`config.mk`:
```
export PLATFORM = sky130hd
export DESIGN_NAME = ili934x_bus_decoder_flat
export DESIGN_NICKNAME = d
export VERILOG_FILES = /design/src/rtl/ili934x_bus_decoder_if.sv /design/src/rtl/ili934x_bus_decoder.sv /design/src/flat_wrapper.sv
export SDC_FILE = /design/constraint.sdc
export NUM_CORES = 1
export LEC_CHECK = 0
export ABC_CLOCK_PERIOD_IN_PS = 2350
export CORE_MARGIN = 2
export CORE_UTILIZATION = 55
export DETAILED_ROUTE_END_ITERATION = 10
export DONT_BUFFER_PORTS = 1
export PLACE_DENSITY = 0.7
export SETUP_SLACK_MARGIN = 0.1
export SLEW_MARGIN = 20
export SYNTH_ARGS = -nofsm -noshare
export SYNTH_HDL_FRONTEND = slang
export SYNTH_SLANG_ARGS = --single-unit
```
`constraint.sdc`:
```
create_clock -name clk -period 2.35 [get_ports clk]
set_input_delay 0.235 -clock clk [delete_from_list [all_inputs] [get_ports clk]]
set_output_delay 0.235 -clock clk [all_outputs]
set_load 0.02 [all_outputs]
```
`src/rtl/ili934x_bus_decoder_if.sv`:
```
// ILI934x 8080-8 write bus bundle.
// The master modport is the side that drives the panel bus (LCD write engine
// or a testbench). The slave modport is the panel-side receiver.
//   lcd_cs_n : chip select, active low
//   lcd_rd_n : read strobe (the decoder never answers reads)
//   lcd_dc   : 0 = command byte, 1 = data/parameter byte
//   lcd_wr_n : write strobe, byte taken on its rising edge
//   lcd_d    : 8-bit bus data
interface ili934x_bus_decoder_if;
  logic       lcd_cs_n;
  logic       lcd_rd_n;
  logic       lcd_dc;
  logic       lcd_wr_n;
  logic [7:0] lcd_d;

  modport master (
    output lcd_cs_n,
    output lcd_rd_n,
    output lcd_dc,
    output lcd_wr_n,
    output lcd_d
  );

  modport slave (
    input lcd_cs_n,
    input lcd_rd_n,
    input lcd_dc,
    input lcd_wr_n,
    input lcd_d
  );
endinterface

```
`src/rtl/ili934x_bus_decoder.sv`:
```
// Panel-side responder for the ILI934x 8080-8 write bus.
// Samples the asynchronous write bus, decodes the command/parameter stream,
// tracks the CASET/PASET window and emits addressed RGB565 pixel writes.
// Ports:
//   clk, rst          : system clock, synchronous active-high reset
//   bus (slave)       : cs_n / rd_n / dc / wr_n / d from the bus master
//   cmd_valid/cmd_code: one-cycle pulse and last command byte
//   pix_valid/pix_x/pix_y/pix_data : one pulse per in-range RGB565 pixel
//   disp_on, sleep_out, madctl, colmod : panel status registers
//   err_oob           : sticky out-of-range / inverted-window flag
module ili934x_bus_decoder #(
  parameter int X_RES = 240,
  parameter int Y_RES = 320
) (
  input  logic                        clk,
  input  logic                        rst,
  ili934x_bus_decoder_if.slave        bus,
  output logic                        cmd_valid,
  output logic [7:0]                  cmd_code,
  output logic                        pix_valid,
  output logic [15:0]                 pix_x,
  output logic [15:0]                 pix_y,
  output logic [15:0]                 pix_data,
  output logic                        disp_on,
  output logic                        sleep_out,
  output logic [7:0]                  madctl,
  output logic [7:0]                  colmod,
  output logic                        err_oob
);

  localparam logic [15:0] X_LIM = 16'(X_RES);
  localparam logic [15:0] Y_LIM = 16'(Y_RES);

  localparam logic [2:0] ST_IDLE   = 3'd0;
  localparam logic [2:0] ST_PARAM  = 3'd1;
  localparam logic [2:0] ST_IGNORE = 3'd2;
  localparam logic [2:0] ST_RAM_HI = 3'd3;
  localparam logic [2:0] ST_RAM_LO = 3'd4;

  // Synchronizer word layout: {cs_n, dc, wr_n, d[7:0]}; idle = cs_n/wr_n high.
  localparam logic [10:0] BUS_IDLE = 11'h500;

  logic [10:0] sync1, sync2;
  logic        wr_prev;
  logic        ev, ev_dc, is_cmd, is_data, soft_rst, win_inverted;
  logic [7:0]  ev_d;

  logic [2:0]  state;
  logic [7:0]  param_cmd;
  logic [1:0]  param_cnt;
  logic [23:0] param_buf;
  logic [15:0] sc, ec, sp, ep, x, y;
  logic [7:0]  hi_byte;
  logic        win_bad;

  // The read strobe is part of the bus but reads get no response.
  logic unused_rd;
  assign unused_rd = bus.lcd_rd_n;

  // Two-flop synchronizer on every bus input plus one more stage of wr_n so
  // a rising strobe edge can be seen. Reset to the idle bus so that an edge
  // straddling reset cannot produce a phantom event.
  always_ff @(posedge clk) begin
    if (rst) begin
      sync1   <= BUS_IDLE;
      sync2   <= BUS_IDLE;
      wr_prev <= 1'b1;
    end else begin
      sync1   <= {bus.lcd_cs_n, bus.lcd_dc, bus.lcd_wr_n, bus.lcd_d};
      sync2   <= sync1;
      wr_prev <= sync2[8];
    end
  end

  assign ev           = sync2[8] & ~wr_prev & ~sync2[10];
  assign ev_dc        = sync2[9];
  assign ev_d         = sync2[7:0];
  assign is_cmd       = ev & ~ev_dc;
  assign is_data      = ev & ev_dc;
  assign soft_rst     = rst | (is_cmd && ev_d == 8'h01);
  assign win_inverted = (sc > ec) || (sp > ep);

  // Command reporting survives SWRESET, so it lives apart from the rest.
  always_ff @(posedge clk) begin
    if (rst) begin
      cmd_valid <= 1'b0;
      cmd_code  <= 8'h00;
    end else begin
      cmd_valid <= is_cmd;
      if (is_cmd) cmd_code <= ev_d;
    end
  end

  // Decode state, window registers, address counters and panel status.
  // A command always wins over whatever byte sequence was in progress.
  always_ff @(posedge clk) begin
    pix_valid <= 1'b0;
    if (soft_rst) begin
      state     <= ST_IDLE;
      param_cmd <= 8'h00;
      param_cnt <= 2'd0;
      param_buf <= 24'h0;
      sc        <= 16'h0;
      ec        <= 16'(X_RES - 1);
      sp        <= 16'h0;
      ep        <= 16'(Y_RES - 1);
      x         <= 16'h0;
      y         <= 16'h0;
      hi_byte   <= 8'h00;
      win_bad   <= 1'b0;
      pix_x     <= 16'h0;
      pix_y     <= 16'h0;
      pix_data  <= 16'h0;
      disp_on   <= 1'b0;
      sleep_out <= 1'b0;
      madctl    <= 8'h00;
      colmod    <= 8'h66;
      err_oob   <= 1'b0;
    end else if (is_cmd) begin
      case (ev_d)
        8'h2A, 8'h2B, 8'h36, 8'h3A: begin
          state     <= ST_PARAM;
          param_cmd <= ev_d;
          param_cnt <= 2'd0;
        end
        8'h2C, 8'h3C: begin
          if (ev_d == 8'h2C) begin
            x <= sc;
            y <= sp;
          end
          win_bad <= win_inverted;
          if (win_inverted) err_oob <= 1'b1;
          state <= ST_RAM_HI;
        end
        8'h11: begin sleep_out <= 1'b1; state <= ST_IDLE; end
        8'h10: begin sleep_out <= 1'b0; state <= ST_IDLE; end
        8'h29: begin disp_on   <= 1'b1; state <= ST_IDLE; end
        8'h28: begin disp_on   <= 1'b0; state <= ST_IDLE; end
        default: state <= ST_IGNORE;
      endcase
    end else if (is_data) begin
      case (state)
        ST_PARAM: begin
          if (param_cmd == 8'h36) begin
            madctl <= ev_d;
            state  <= ST_IDLE;
          end else if (param_cmd == 8'h3A) begin
            colmod <= ev_d;
            state  <= ST_IDLE;
          end else if (param_cnt == 2'd3) begin
            // Buffer now holds {start_hi, start_lo, end_hi}.
            if (param_cmd == 8'h2A) begin
              sc <= param_buf[23:8];
              ec <= {param_buf[7:0], ev_d};
            end else begin
              sp <= param_buf[23:8];
              ep <= {param_buf[7:0], ev_d};
            end
            state <= ST_IDLE;
          end else begin
            param_buf <= {param_buf[15:0], ev_d};
            param_cnt <= param_cnt + 2'd1;
          end
        end
        ST_RAM_HI: begin
          hi_byte <= ev_d;
          state   <= ST_RAM_LO;
        end
        ST_RAM_LO: begin
          if (x < X_LIM && y < Y_LIM) begin
            pix_valid <= 1'b1;
            pix_x     <= x;
            pix_y     <= y;
            pix_data  <= {hi_byte, ev_d};
          end else begin
            err_oob <= 1'b1;
          end
          // An inverted window has no meaningful wrap point, so the
          // address just counts through the 16-bit space.
          if (win_bad) begin
            x <= x + 16'd1;
            if (x == 16'hFFFF) y <= y + 16'd1;
          end else if (x == ec) begin
            x <= sc;
            y <= (y == ep) ? sp : y + 16'd1;
          end else begin
            x <= x + 16'd1;
          end
          state <= ST_RAM_HI;
        end
        default: state <= ST_IGNORE;
      endcase
    end
  end

endmodule
```
`src/flat_wrapper.sv`:
```
// flat-port wrapper written by rule: the top's interface ports become plain ports
module ili934x_bus_decoder_flat 
#(
  parameter int X_RES = 240,
  parameter int Y_RES = 320
)
  (clk, rst, cmd_valid, cmd_code, pix_valid, pix_x, pix_y, pix_data, disp_on, sleep_out, madctl, colmod, err_oob, bus_lcd_cs_n, bus_lcd_rd_n, bus_lcd_dc, bus_lcd_wr_n, bus_lcd_d);
  ili934x_bus_decoder_if bus_i ();
  input  logic clk;
  input  logic rst;
  output logic cmd_valid;
  output logic [7:0] cmd_code;
  output logic pix_valid;
  output logic [15:0] pix_x;
  output logic [15:0] pix_y;
  output logic [15:0] pix_data;
  output logic disp_on;
  output logic sleep_out;
  output logic [7:0] madctl;
  output logic [7:0] colmod;
  output logic err_oob;
  input wire logic [$bits(bus_i.lcd_cs_n)-1:0] bus_lcd_cs_n;
  input wire logic [$bits(bus_i.lcd_rd_n)-1:0] bus_lcd_rd_n;
  input wire logic [$bits(bus_i.lcd_dc)-1:0] bus_lcd_dc;
  input wire logic [$bits(bus_i.lcd_wr_n)-1:0] bus_lcd_wr_n;
  input wire logic [$bits(bus_i.lcd_d)-1:0] bus_lcd_d;
  assign bus_i.lcd_cs_n = bus_lcd_cs_n;
  assign bus_i.lcd_rd_n = bus_lcd_rd_n;
  assign bus_i.lcd_dc = bus_lcd_dc;
  assign bus_i.lcd_wr_n = bus_lcd_wr_n;
  assign bus_i.lcd_d = bus_lcd_d;
  ili934x_bus_decoder #(.X_RES(X_RES), .Y_RES(Y_RES)) u_core (.clk(clk), .rst(rst), .bus(bus_i), .cmd_valid(cmd_valid), .cmd_code(cmd_code), .pix_valid(pix_valid), .pix_x(pix_x), .pix_y(pix_y), .pix_data(pix_data), .disp_on(disp_on), .sleep_out(sleep_out), .madctl(madctl), .colmod(colmod), .err_oob(err_oob));
endmodule
```
==> results by group, run 1 <==
Status
  • Status: finished, final reports clean

Global route
  • Total track usage: 25.92%
  • Initial antenna violation count: 0
  • Largest net degree at the start of global routing: 68
  • Vias in the first global route: 8431
  • GRT overflow: 0
  • First-pass GRT wire length: 42770 um

Power and ir drop
  • Static leakage: 0.004607 uW
  • PwrDens: 729.9 nW/um^2
  • Peak VDD IR: 0.5491 mV

Drt
  • WL/cell: 16.97 um
  • Total number of vias: 8833
  • Pre-antenna DRT Iters: 5
  • Final WL: 26160 um
  • DRC marker count from the first detailed-route iteration: 655
  • DRT antenna net count: 0
  • Drt drc: 0
  • DR vias/cell: 5.728

STA
  • Final hold viol count: 0
  • Setup TNS: 0 ps
  • Endpoints failing setup: 0
  • RSZ-0062 raised after global routing: false
  • Fin Hold WS: 209.1 ps
  • Worst slew pin tran: 645.9 ps
  • Tmin final: 2164 ps
  • Max Slew Vio Count: 0
  • Period utilization: 92.09%
  • Max_slew headroom: 56.94%
  • Clock Skews: 11.22 ps
  • Upper clock frequency limit: 462.1 MHz

Worst setup path
  • Reg2reg setup slack: 190 ps
  • WS Path Type: flip-flop to flip-flop
  • CP arrival: 2560 ps
  • Crit start category: flip-flop
  • Worst Path Required: 2750 ps
  • Largest fanout on the critical path: 29
  • Crit. End Element: flip-flop

Yosys
  • Synth unique cells: 59
  • Synth Register Bits: 242
  • Cells after synthesis: 1282
  • Most used DFF post-synth: dfxtp_1
  • Avg Inst Size Synth: 8.223 um^2
  • Post-Syn Area: 10540 um^2
  • Synth Warn #: 0
  • Net count after synthesis: 1331
  • Post-synth ARST share: 0%
  • Post-synth EDFFs: 0
  • Seq/Total Area, Yosys: 45.96%

Final layout
  • Layout fillers: 1548
  • Share of layout cells above drive strength 1: 10.70%
  • Layout area overhead: 15.35%
  • N_diodes: 0
  • Layout Nets: 1338

Floorplanning
  • Placement row count: 50
  • I/O pins: 91
  • Core ar.: 18770 um^2
  • Starting density of the core: 56.17%
  • Die area: 20290 um^2
  • Die H: 142.4 um
  • Die X: 142.4 um

Clock tree
  • CTS root buf: clkbuf_16
  • CTS buffer count: 26
  • H-tree depth: 1
  • CTS max path bufs: 3
  • Clock tree sinks: 242
  • CTS tree: yes
  • Clock Pin Slew Worst Setup and Hold Paths: 60 ps
  • Worst skew pair latency: 520 ps

Place
  • Global placement routability congestion: 0.8753
  • DP Wirelength: 17330 um
  • Port buffer count: 0

Job
  • Max cap viols: 0

Min path
  • Hold Crit Class: input port to flip-flop
report_power, final:
part | leakage [uW] | total [uW] | internal [uW] | switching (uW)
logic | 0.00219 | 273 | 102 | 172
clock network | 0.000462 | 4430 | 2760 | 1670
registers | 0.00196 | 4170 | 4140 | 32.3
flip-flops by register name, indices dropped and copies added (netlist names), 16 cells and up:
register / count
u_core.sp: 16
u_core.ec: 16
u_core.param_buf: 24
u_core.pix_y: 16
u_core.y: 16
u_core.ep: 16
u_core.pix_x: 16
u_core.pix_data: 16
u_core.sc: 16
u_core.x: 16
cell usage in the layout, fill, tap and decap left out, types with 15 or more instances in the layout:
| master | netlist | routed |
|---|---|---|
| inv_1 | 37 | 37 |
| buf_4 | 3 | 51 |
| nand2_1 | 298 | 298 |
| clkbuf_16 | 0 | 27 |
| xor2_1 | 17 | 17 |
| nand4_1 | 21 | 21 |
| and3_1 | 18 | 18 |
| mux2i_1 | 33 | 33 |
| ha_1 | 35 | 35 |
| dfxtp_1 | 242 | 239 |
| nor3_1 | 21 | 19 |
| o211ai_1 | 27 | 27 |
| nor2_1 | 72 | 71 |
| xnor2_1 | 15 | 15 |
| nand3_1 | 26 | 25 |
| a21oi_1 | 164 | 163 |
| nor2b_1 | 29 | 28 |
cell usage after synthesis (17+ instances only):
| library cell | count | area share, % |
|---|---|---|
| a21oi_1 | 164 | 7.8 |
| and3_1 | 18 | 1.1 |
| buf_2 | 41 | 1.9 |
| clkbuf_1 | 46 | 1.6 |
| dfxtp_1 | 242 | 46 |
| ha_1 | 35 | 4.2 |
| inv_1 | 37 | 1.3 |
| mux2i_1 | 33 | 3.1 |
| nand2_1 | 298 | 11 |
| nand3_1 | 26 | 1.2 |
| nand4_1 | 21 | 1.2 |
| nor2_1 | 72 | 2.6 |
| nor2b_1 | 29 | 1.7 |
| nor3_1 | 21 | 1.0 |
| o211ai_1 | 27 | 1.9 |
| xor2_1 | 17 | 1.4 |
layout make-up:
| type | count | area, um^2 | area share, % |
|---|---|---|---|
| repair buffers | 73 | 698.2 | 5.742 |
| flip-flops and latches | 242 | 4848 | 39.87 |
| multi-input cells | 909 | 5229 | 43.00 |
| clock inverters | 10 | 168.9 | 1.389 |
| well taps | 234 | 292.8 | 2.408 |
| inverters | 37 | 138.9 | 1.142 |
| clock buffers | 37 | 783.3 | 6.442 |
path summary, 6_finish.rpt:
path,from,end,cells past startpoint
setup / recovery,u_core.sync2[7],u_core.x[2],7
hold / removal,rst,u_core.sync2[3],2
setup reg to reg,u_core.sync2[7],u_core.x[2],7
hold reg to reg,u_core.sync1[8],u_core.sync2[8],1
critical path: stages (launching register included):
cell and delay, ps:
dfxtp_1 330, nor3_4 250, nor4b_1 350, nor2b_2 290
a31oi_4 280, buf_12 270, nand2_1 150, o22ai_1 110
through the flow:
| stage | cells | utilization (%) | cell area (um^2) | power, uW | worst slack, ps |
|---|---|---|---|---|---|
| 6_report | 1542 | 64.79 | 12160 | 8875 | 185.8 |
| 5_1_grt | 1542 | 64.79 | 12160 | 9128 | 104.6 |
| 4_1_cts | 1540 | 64.40 | 12090 | 8933 | 114.0 |
| 3_5_place_dp | 1480 | 58.57 | 10990 | 4501 | 53.08 |
| 3_3_place_gp | 1480 | 58.57 | 10990 | 4498 | 48.66 |
| 2_1_floorplan | 1282 | - | 10540 | 4419 | 347.3 |
cells by family after synthesis:
kind of cell	Yosys count	synth area share, %
adder cells (fa/ha/maj)	35	4.154
flip-flops	242	45.96
AND/OR/NAND/NOR	530	22.67
buffers and inverters	132	5.519
multiplexers	34	3.240
AO/OA/AOI/OAI	277	15.80
XOR/XNOR	32	2.659
metal layers:
metal  track usage [%]  vias to the layer above  wire [um]
li1                  -                     4391          -
met1             34.21                     4147      11300
met2             44.03                      259      12590
met3             4.845                       36       1785
met4             6.357                        0        485
met5                 0                        -          0
what timing repair did:
| item | 4_1_cts | 5_1_grt |
|---|---|---|
| endpoints found under the setup margin | 13 | 35 |
| pin swaps | 0 | 2 |
| gates cloned | 0 | 1 |
| gates resized for setup | 2 | 13 |
| endpoints found under the hold margin | 38 | 0 |
| hold buffers | 12 | 0 |
| buffers inserted | 1 | 1 |
(Power assumes the default switching activity.)
==> run 2: changes to the inputs <==
CELL_PAD_IN_SITES_DETAIL_PLACEMENT = 1   (was not set)
CELL_PAD_IN_SITES_GLOBAL_PLACEMENT = 1   (was not set)
CORE_UTILIZATION = 48   (was 55)
PLACE_DENSITY = not set   (was 0.7)
PLACE_DENSITY_LB_ADDON = 0.1   (was not set)
==> run 2 against run 1 <==
Non-clock buffer count up 17. Count of clock-buffer cells in the layout down 3. Critical path depth up 2. Register-to-register slack worse by 30 ps. Final area up 2.7%. Setup slack worse by 33 ps. Largest power group unchanged. Die area up 14%. Maximum frequency down 1.5%. Sequential share of layout area down 1.0 points. Combinational power up 4%. Utilization down 7.2 points. Final cell count up 4.2%.
==> results by group, run 2 (synthesis results as in run 1) <==
STA
  • Max Slew Vio Count: 0 (unchanged)
  • Upper clock frequency limit: 455.2 MHz (-1.5%)
  • Max_slew headroom: 60.74% (+3.8 points)
  • Tmin final: 2197 ps (+32.60 ps)
  • Setup TNS: 0 ps (unchanged)
  • Clock Skews: 10.89 ps (-0.3278 ps)
  • Endpoints failing setup: 0 (unchanged)
  • Final hold viol count: 0 (unchanged)
  • Worst slew pin tran: 587.5 ps (-58.40 ps)
  • RSZ-0062 raised after global routing: true
  • Period utilization: 93.48% (+1.4 points)

Worst setup path
  • Worst path cell trace: nor3_4, nand4_4, buf_4, or2_2, o32ai_4, a31oi_2, buf_6, o211ai_1, o21ai_0
  • Crit-path slowest cell: dfxtp_1
  • CP arrival: 2610 ps (+50 ps)
  • Worst path max stage delay: 330 ps (-20 ps)
  • Reg2reg path depth: 9 (+2)
  • WS Path Type: flip-flop to flip-flop
  • Reg2reg setup slack: 150 ps (-30 ps)
  • Worst Path Required: 2770 ps (+20 ps)
  • Largest fanout on the critical path: 12 (-59%)
  • Crit start category: flip-flop
  • Crit. End Element: flip-flop
  • R2r endpoint: u_core.y[15]
  • R2r startpoint: u_core.sync2[1]

Final layout
  • Layout Nets: 1355 (+1.3%)
  • Design area: 12480 um^2 (+2.7%)
  • Max FFs per register: 24 (unchanged)
  • Layout area overhead: 18.42%
  • Layout fillers: 2520 (+63%)
  • N_diodes: 0 (unchanged)
  • Most common cell after layout, fill and taps aside: nand2_1
  • Largest reg by FF count: u_core.param_buf
  • Most frequent cells in the layout: nand2_1 (298), dfxtp_1 (237), a21oi_1 (163)
  • Share of layout cells above drive strength 1: 12.97% (+2.3 points)

Floorplanning
  • I/O pins: 91 (unchanged)
  • Die area: 23160 um^2 (+14%)
  • Die H: 152.2 um (+6.8%)
  • Core ar.: 21690 um^2 (+16%)
  • Starting density of the core: 48.60% (-7.6 points)
  • Die X: 152.2 um (+6.8%)
  • Placement row count: 54 (+8.0%)

Clock tree
  • H-tree depth: 1 (unchanged)
  • Clock Pin Slew Worst Setup and Hold Paths: 60 ps (about the same)
  • CTS tree: yes
  • Worst skew pair latency: 540 ps (+20 ps)
  • CTS max path bufs: 3 (unchanged)
  • CTS root buf: clkbuf_16
  • Clock tree sinks: 242 (unchanged)
  • CTS buffer count: 27 (+3.8%)

Power and ir drop
  • Static leakage: 0.004736 uW (+2.8%)
  • PwrDens: 747.0 nW/um^2 (+2.3%)
  • Peak VDD IR: 0.6551 mV (+19%)

Global route
  • Met1 usage in global routing: 36.39% (+2.2 points)
  • First-pass GRT wire length: 51320 um (+20%)
  • Initial antenna violation count: 0 (unchanged)
  • Met3 global-route usage: 4.181% (-0.66 points)
  • GRT overflow: 0 (unchanged)
  • GR Util met2: 45.77% (+1.7 points)
  • Largest net degree at the start of global routing: 66 (-2.9%)
  • GRT busiest layer: met2
  • Vias in the first global route: 9367 (+11%)
  • Total track usage: 27.20% (+1.3 points)

Drt
  • DR vias/cell: 5.724 (about the same)
  • Drt drc: 0 (unchanged)
  • DRC marker count from the first detailed-route iteration: 442 (-33%)
  • Total number of vias: 9193 (+4.1%)
  • Final WL: 32330 um (+24%)
  • Pre-antenna DRT Iters: 5 (unchanged)
  • DRT antenna net count: 0 (unchanged)
  • WL/cell: 20.13 um (+19%)

Status
  • Status: finished, final reports clean

Place
  • Dpl cell area: 11130 um^2 (+1.3%)
  • DP Wirelength: 21540 um (+24%)
  • Port buffer count: 0 (unchanged)
  • Global placement routability congestion: 0.8345 (-4.7%)

Min path
  • Hold EP: u_core.colmod[6]
  • Worst Hold Launch: rst
  • Hold Crit Class: input port to flip-flop
  • Hold Path Depth: 3 (+1)

Job
  • Max cap viols: 0 (unchanged)
==> run 2: cell count changes in the layout (fill, tap and decap cells not counted), sizes merged <==
| cell | change |
|---|---|
| nand2b | -1 |
| clkinv | +1 |
| bufinv | +3 |
| clkbuf | -2 |
| buf | +16 |
| inv | +1 |
==> run 2: power breakdown <==
group          internal, uW  switching, uW  leakage, uW
Clock                  3090           1770     0.000507
Sequential             4140           44.9      0.00196
Combinational           113            170      0.00227
Total                  7340           1990      0.00474
==> run 2: timing repair <==
| item | in CTS | in global routing |
|---|---|---|
| resized for setup | 1 | 28 |
| cloned | 0 | 2 |
| hold endpoints to repair | 34 | 0 |
| setup endpoints to repair | 1 | 52 |
| hold buffers | 12 | 0 |
| pin swaps | 0 | 8 |
| setup buffers | 0 | 6 |
==> run 2: how the worst max path moves through the flow <==
stage	startpoint	end	slack, ps	cells past startpoint
final	u_core.sync2[1]	u_core.y[15]	150	9
after floorplan	u_core.sync2[6]	u_core.y[10]	350	10
after global placement	u_core.x[0]	u_core.x[15]	200	9
after detailed placement	u_core.sync2[7]	u_core.x[9]	130	8
after global routing	u_core.y[5]	u_core.y[14]	70	8
after CTS	u_core.ep[13]	u_core.win_bad	100	8
==> run 2: layer usage <==
| layer | up-vias | part of all wire [%] |
|---|---|---|
| li1 | 4407 | - |
| met1 | 4524 | 45 |
| met2 | 202 | 48 |
| met3 | 60 | 4.4 |
| met4 | 0 | 2.5 |
| met5 | - | 0 |
==> run 2: area by class of cell <==
type                    instances  area [um^2]  share of cell area (%)
clock buffers                  34        772.0                   6.184
repair buffers                 90        852.1                   6.826
multi-input cells             908         5256                   42.11
flip-flops and latches        242         4851                   38.86
well taps                     280        350.3                   2.806
clock inverters                15        262.8                   2.105
inverters                      37        138.9                   1.113
==> run 2: through the flow <==
stage / setup slack (ps) / hold slack [ps] / cells / util [%] / power, uW
floorplan: 347.3 / 338.8 / 1282 / - / 4419
global placement: 203.2 / 308.9 / 1537 / 51.33 / 4505
detailed placement: 131.9 / 310.2 / 1537 / 51.33 / 4511
CTS: 103.7 / 9.317 / 1598 / 56.67 / 9359
global route: 68.86 / 16.29 / 1606 / 57.56 / 9573
finish: 153.2 / 20.40 / 1606 / 57.56 / 9325
==> run 2: critical path, delay by kind of cell (launching register included) <==
family,cells,cell delay (ps)
compound gates,4,680
buf+inv,2,370
flops,1,330
simple gates,3,680
==> run 3: changes to the inputs <==
==> constraint.sdc (replaced) <==
create_clock -name clk -period 2.35 [get_ports clk]
set_input_delay 0 -clock clk [delete_from_list [all_inputs] [get_ports clk]]
set_output_delay 0 -clock clk [all_outputs]
set_load 0.02 [all_outputs]
==> run 3 against run 2 <==
Register-to-register slack barely moved. First-iteration DRC count rose by 23%. Power fell by 6.2%. Global-route usage fell by 0.13 points. Clock power fell by 12%. Worst hold slack improved by 110 ps. Utilization fell by 0.70 points. Wire length fell by 0.66%. Sequential share of layout area rose by 0.44 points. Sequential cell count did not move. Via count barely moved. Largest power group unchanged. Highest routed layer unchanged.
==> results by group, run 3 (synthesis results as in run 1) <==
Worst setup path
  • Largest fanout on the critical path: 20 (+8)
  • Worst Path Required: 2760 ps (about the same)
  • WS Path Type: flip-flop to flip-flop
  • CP arrival: 2610 ps (about the same)
  • Crit start category: flip-flop
  • Crit. End Element: flip-flop

Final layout
  • Most common cell after layout, fill and taps aside: nand2_1
  • Max FFs per register: 24 (unchanged)
  • N_diodes: 0 (unchanged)
  • Layout Nets: 1356 (+0.074%)
  • Layout Utilization: 56.85% (-0.70 points)
  • Share of layout cells above drive strength 1: 11.48% (-1.5 points)
  • Largest reg by FF count: u_core.param_buf
  • Most frequent cells in the layout: nand2_1 (298), dfxtp_1 (241), a21oi_1 (163)
  • Layout area overhead: 16.97%

Power and ir drop
  • Peak VDD IR: 0.5509 mV (-16%)
  • PwrDens: 709.5 nW/um^2 (-5.0%)
  • Sw Ratio: 21.70% (+0.40 points)
  • Static leakage: 0.004700 uW (-0.77%)
  • Psw: 1899 uW (-4.4%)
  • Clock share of power: 48.9% (-3.2 points)
  • Cell Int Power: 6850 uW (-6.7%)
  • Sequential Power Share: 47.6% (+2.7 points)
  • Logic gate share of total power: 3.5% (+0.5 points)

Place
  • DP Wirelength: 21470 um (-0.36%)
  • Port buffer count: 0 (unchanged)
  • Global placement routability congestion: 0.8592 (+3.0%)
  • Dpl ws: -11.41 ps (-143.4 ps)

Clock tree
  • Worst skew pair latency: 530 ps (about the same)
  • CTS tree: yes
  • CTS max path bufs: 3 (unchanged)
  • Clock tree sinks: 242 (unchanged)
  • Clock Pin Slew Worst Setup and Hold Paths: 60 ps (about the same)
  • H-tree depth: 1 (unchanged)
  • CTS root buf: clkbuf_16
  • CTS buffer count: 26 (-3.7%)

STA
  • Max_slew headroom: 59.35% (-1.4 points)
  • Upper clock frequency limit: 454.4 MHz (-0.18%)
  • Tmin final: 2201 ps (+3.953 ps)
  • RSZ-0062 raised after global routing: true
  • Endpoints failing setup: 0 (unchanged)
  • Fin Hold WS: 129.9 ps (+109.5 ps)
  • Final hold viol count: 0 (unchanged)
  • Worst slew pin tran: 608.3 ps (+20.76 ps)
  • Period utilization: 93.65% (+0.17 points)
  • Worst Slack Setup Final: 149.3 ps (-3.953 ps)
  • Max Slew Vio Count: 0 (unchanged)
  • Clock Skews: 11.66 ps (+0.7680 ps)

Floorplanning
  • I/O pins: 91 (unchanged)
  • Placement row count: 54 (unchanged)
  • Die area: 23160 um^2 (unchanged)
  • Core ar.: 21690 um^2 (unchanged)
  • Starting density of the core: 48.60% (unchanged)
  • Die X: 152.2 um (unchanged)
  • Die H: 152.2 um (unchanged)

Drt
  • DRT antenna net count: 0 (unchanged)
  • DR vias/cell: 5.733 (+0.15%)
  • DRC marker count from the first detailed-route iteration: 544 (+23%)
  • Drt drc: 0 (unchanged)
  • WL/cell: 20.02 um (-0.53%)
  • Final WL: 32120 um (-0.66%)
  • Total number of vias: 9195 (+0.022%)
  • Pre-antenna DRT Iters: 5 (unchanged)

Min path
  • Hold Crit Class: input port to flip-flop

Global route
  • Total track usage: 27.07% (-0.13 points)
  • Largest net degree at the start of global routing: 62 (-6.1%)
  • Vias in the first global route: 9451 (+0.90%)
  • GRT overflow: 0 (unchanged)
  • First-pass GRT wire length: 51280 um (about the same)
  • Initial antenna violation count: 0 (unchanged)

Job
  • Max cap viols: 0 (unchanged)

Status
  • Status: finished, final reports clean
-- run 3: cell types whose count changed in the layout (fill, tap and decap cells not counted), moves of 4 or more --
cell / change
dfxtp_2: -4
clkbuf_1: +4
bufinv_16: -4
nor4_2: -6
nor4_1: +6
dfxtp_1: +4
-- run 3: what timing repair did --
action	CTS	global route
endpoints found under the setup margin	14	59
hold buffers	14	0
cloned	0	2
pin swaps	0	5
resized for setup	4	11
setup buffers	0	2
hold endpoints to repair	91	0
-- run 3: critical path: stages (launching register included) --
cell       delay (ps)
dfxtp_1           420
xor2_1            140
nor4_2            350
nand4_1           220
o31ai_4           330
buf_4             180
clkbuf_16         170
mux2i_1           190
o21ai_1            70
-- run 3: final cells by class --
| type | count | area, um^2 |
|---|---|---|
| Sequential cell | 242 | 4846 |
| Clock buffer | 37 | 773.2 |
| Clock inverter | 8 | 117.6 |
| Tap cell | 280 | 350.3 |
| Timing Repair Buffer | 91 | 882.1 |
| Multi-Input combinational cell | 909 | 5223 |
| Inverter | 37 | 138.9 |
| Fill cell | 2570 | 9358 |
-- run 3: stage by stage --
| stage | TNS, ps | cells | total power (uW) | area [um^2] |
|---|---|---|---|---|
| detailed placement | -13.68 | 1541 | 4524 | 11160 |
| finish | 0 | 1604 | 8749 | 12330 |
| global placement | 0 | 1541 | 4518 | 11160 |
| CTS | 0 | 1600 | 8783 | 12230 |
| floorplan | 0 | 1282 | 4419 | 10540 |
| global route | 0 | 1604 | 8992 | 12330 |
-- run 3: final timing paths --
check	startpoint	endpoint	slack, ps	cells past startpoint
max	u_core.ep[15]	u_core.y[3]	150	8
min	bus_lcd_dc	u_core.sync1[9]	130	2
max reg2reg	u_core.ep[15]	u_core.y[3]	150	8
min reg2reg	u_core.sync1[10]	u_core.sync2[10]	410	1
-- run 3: power by group through the flow --
stage	clock, uW	sequential, uW	combinational [uW]
floorplan	0	4240	182
global placement	0	4250	268
detailed placement	0	4250	271
CTS	4320	4160	303
global route	4500	4160	332
finish	4280	4160	309
-- run 3: layer usage --
| metal | share of wire (%) | global-route usage (%) |
|---|---|---|
| met5 | 0 | 0 |
| met4 | 2.1 | 6.053 |
| met3 | 5.3 | 4.380 |
| met2 | 48 | 45.62 |
| met1 | 45 | 36.74 |
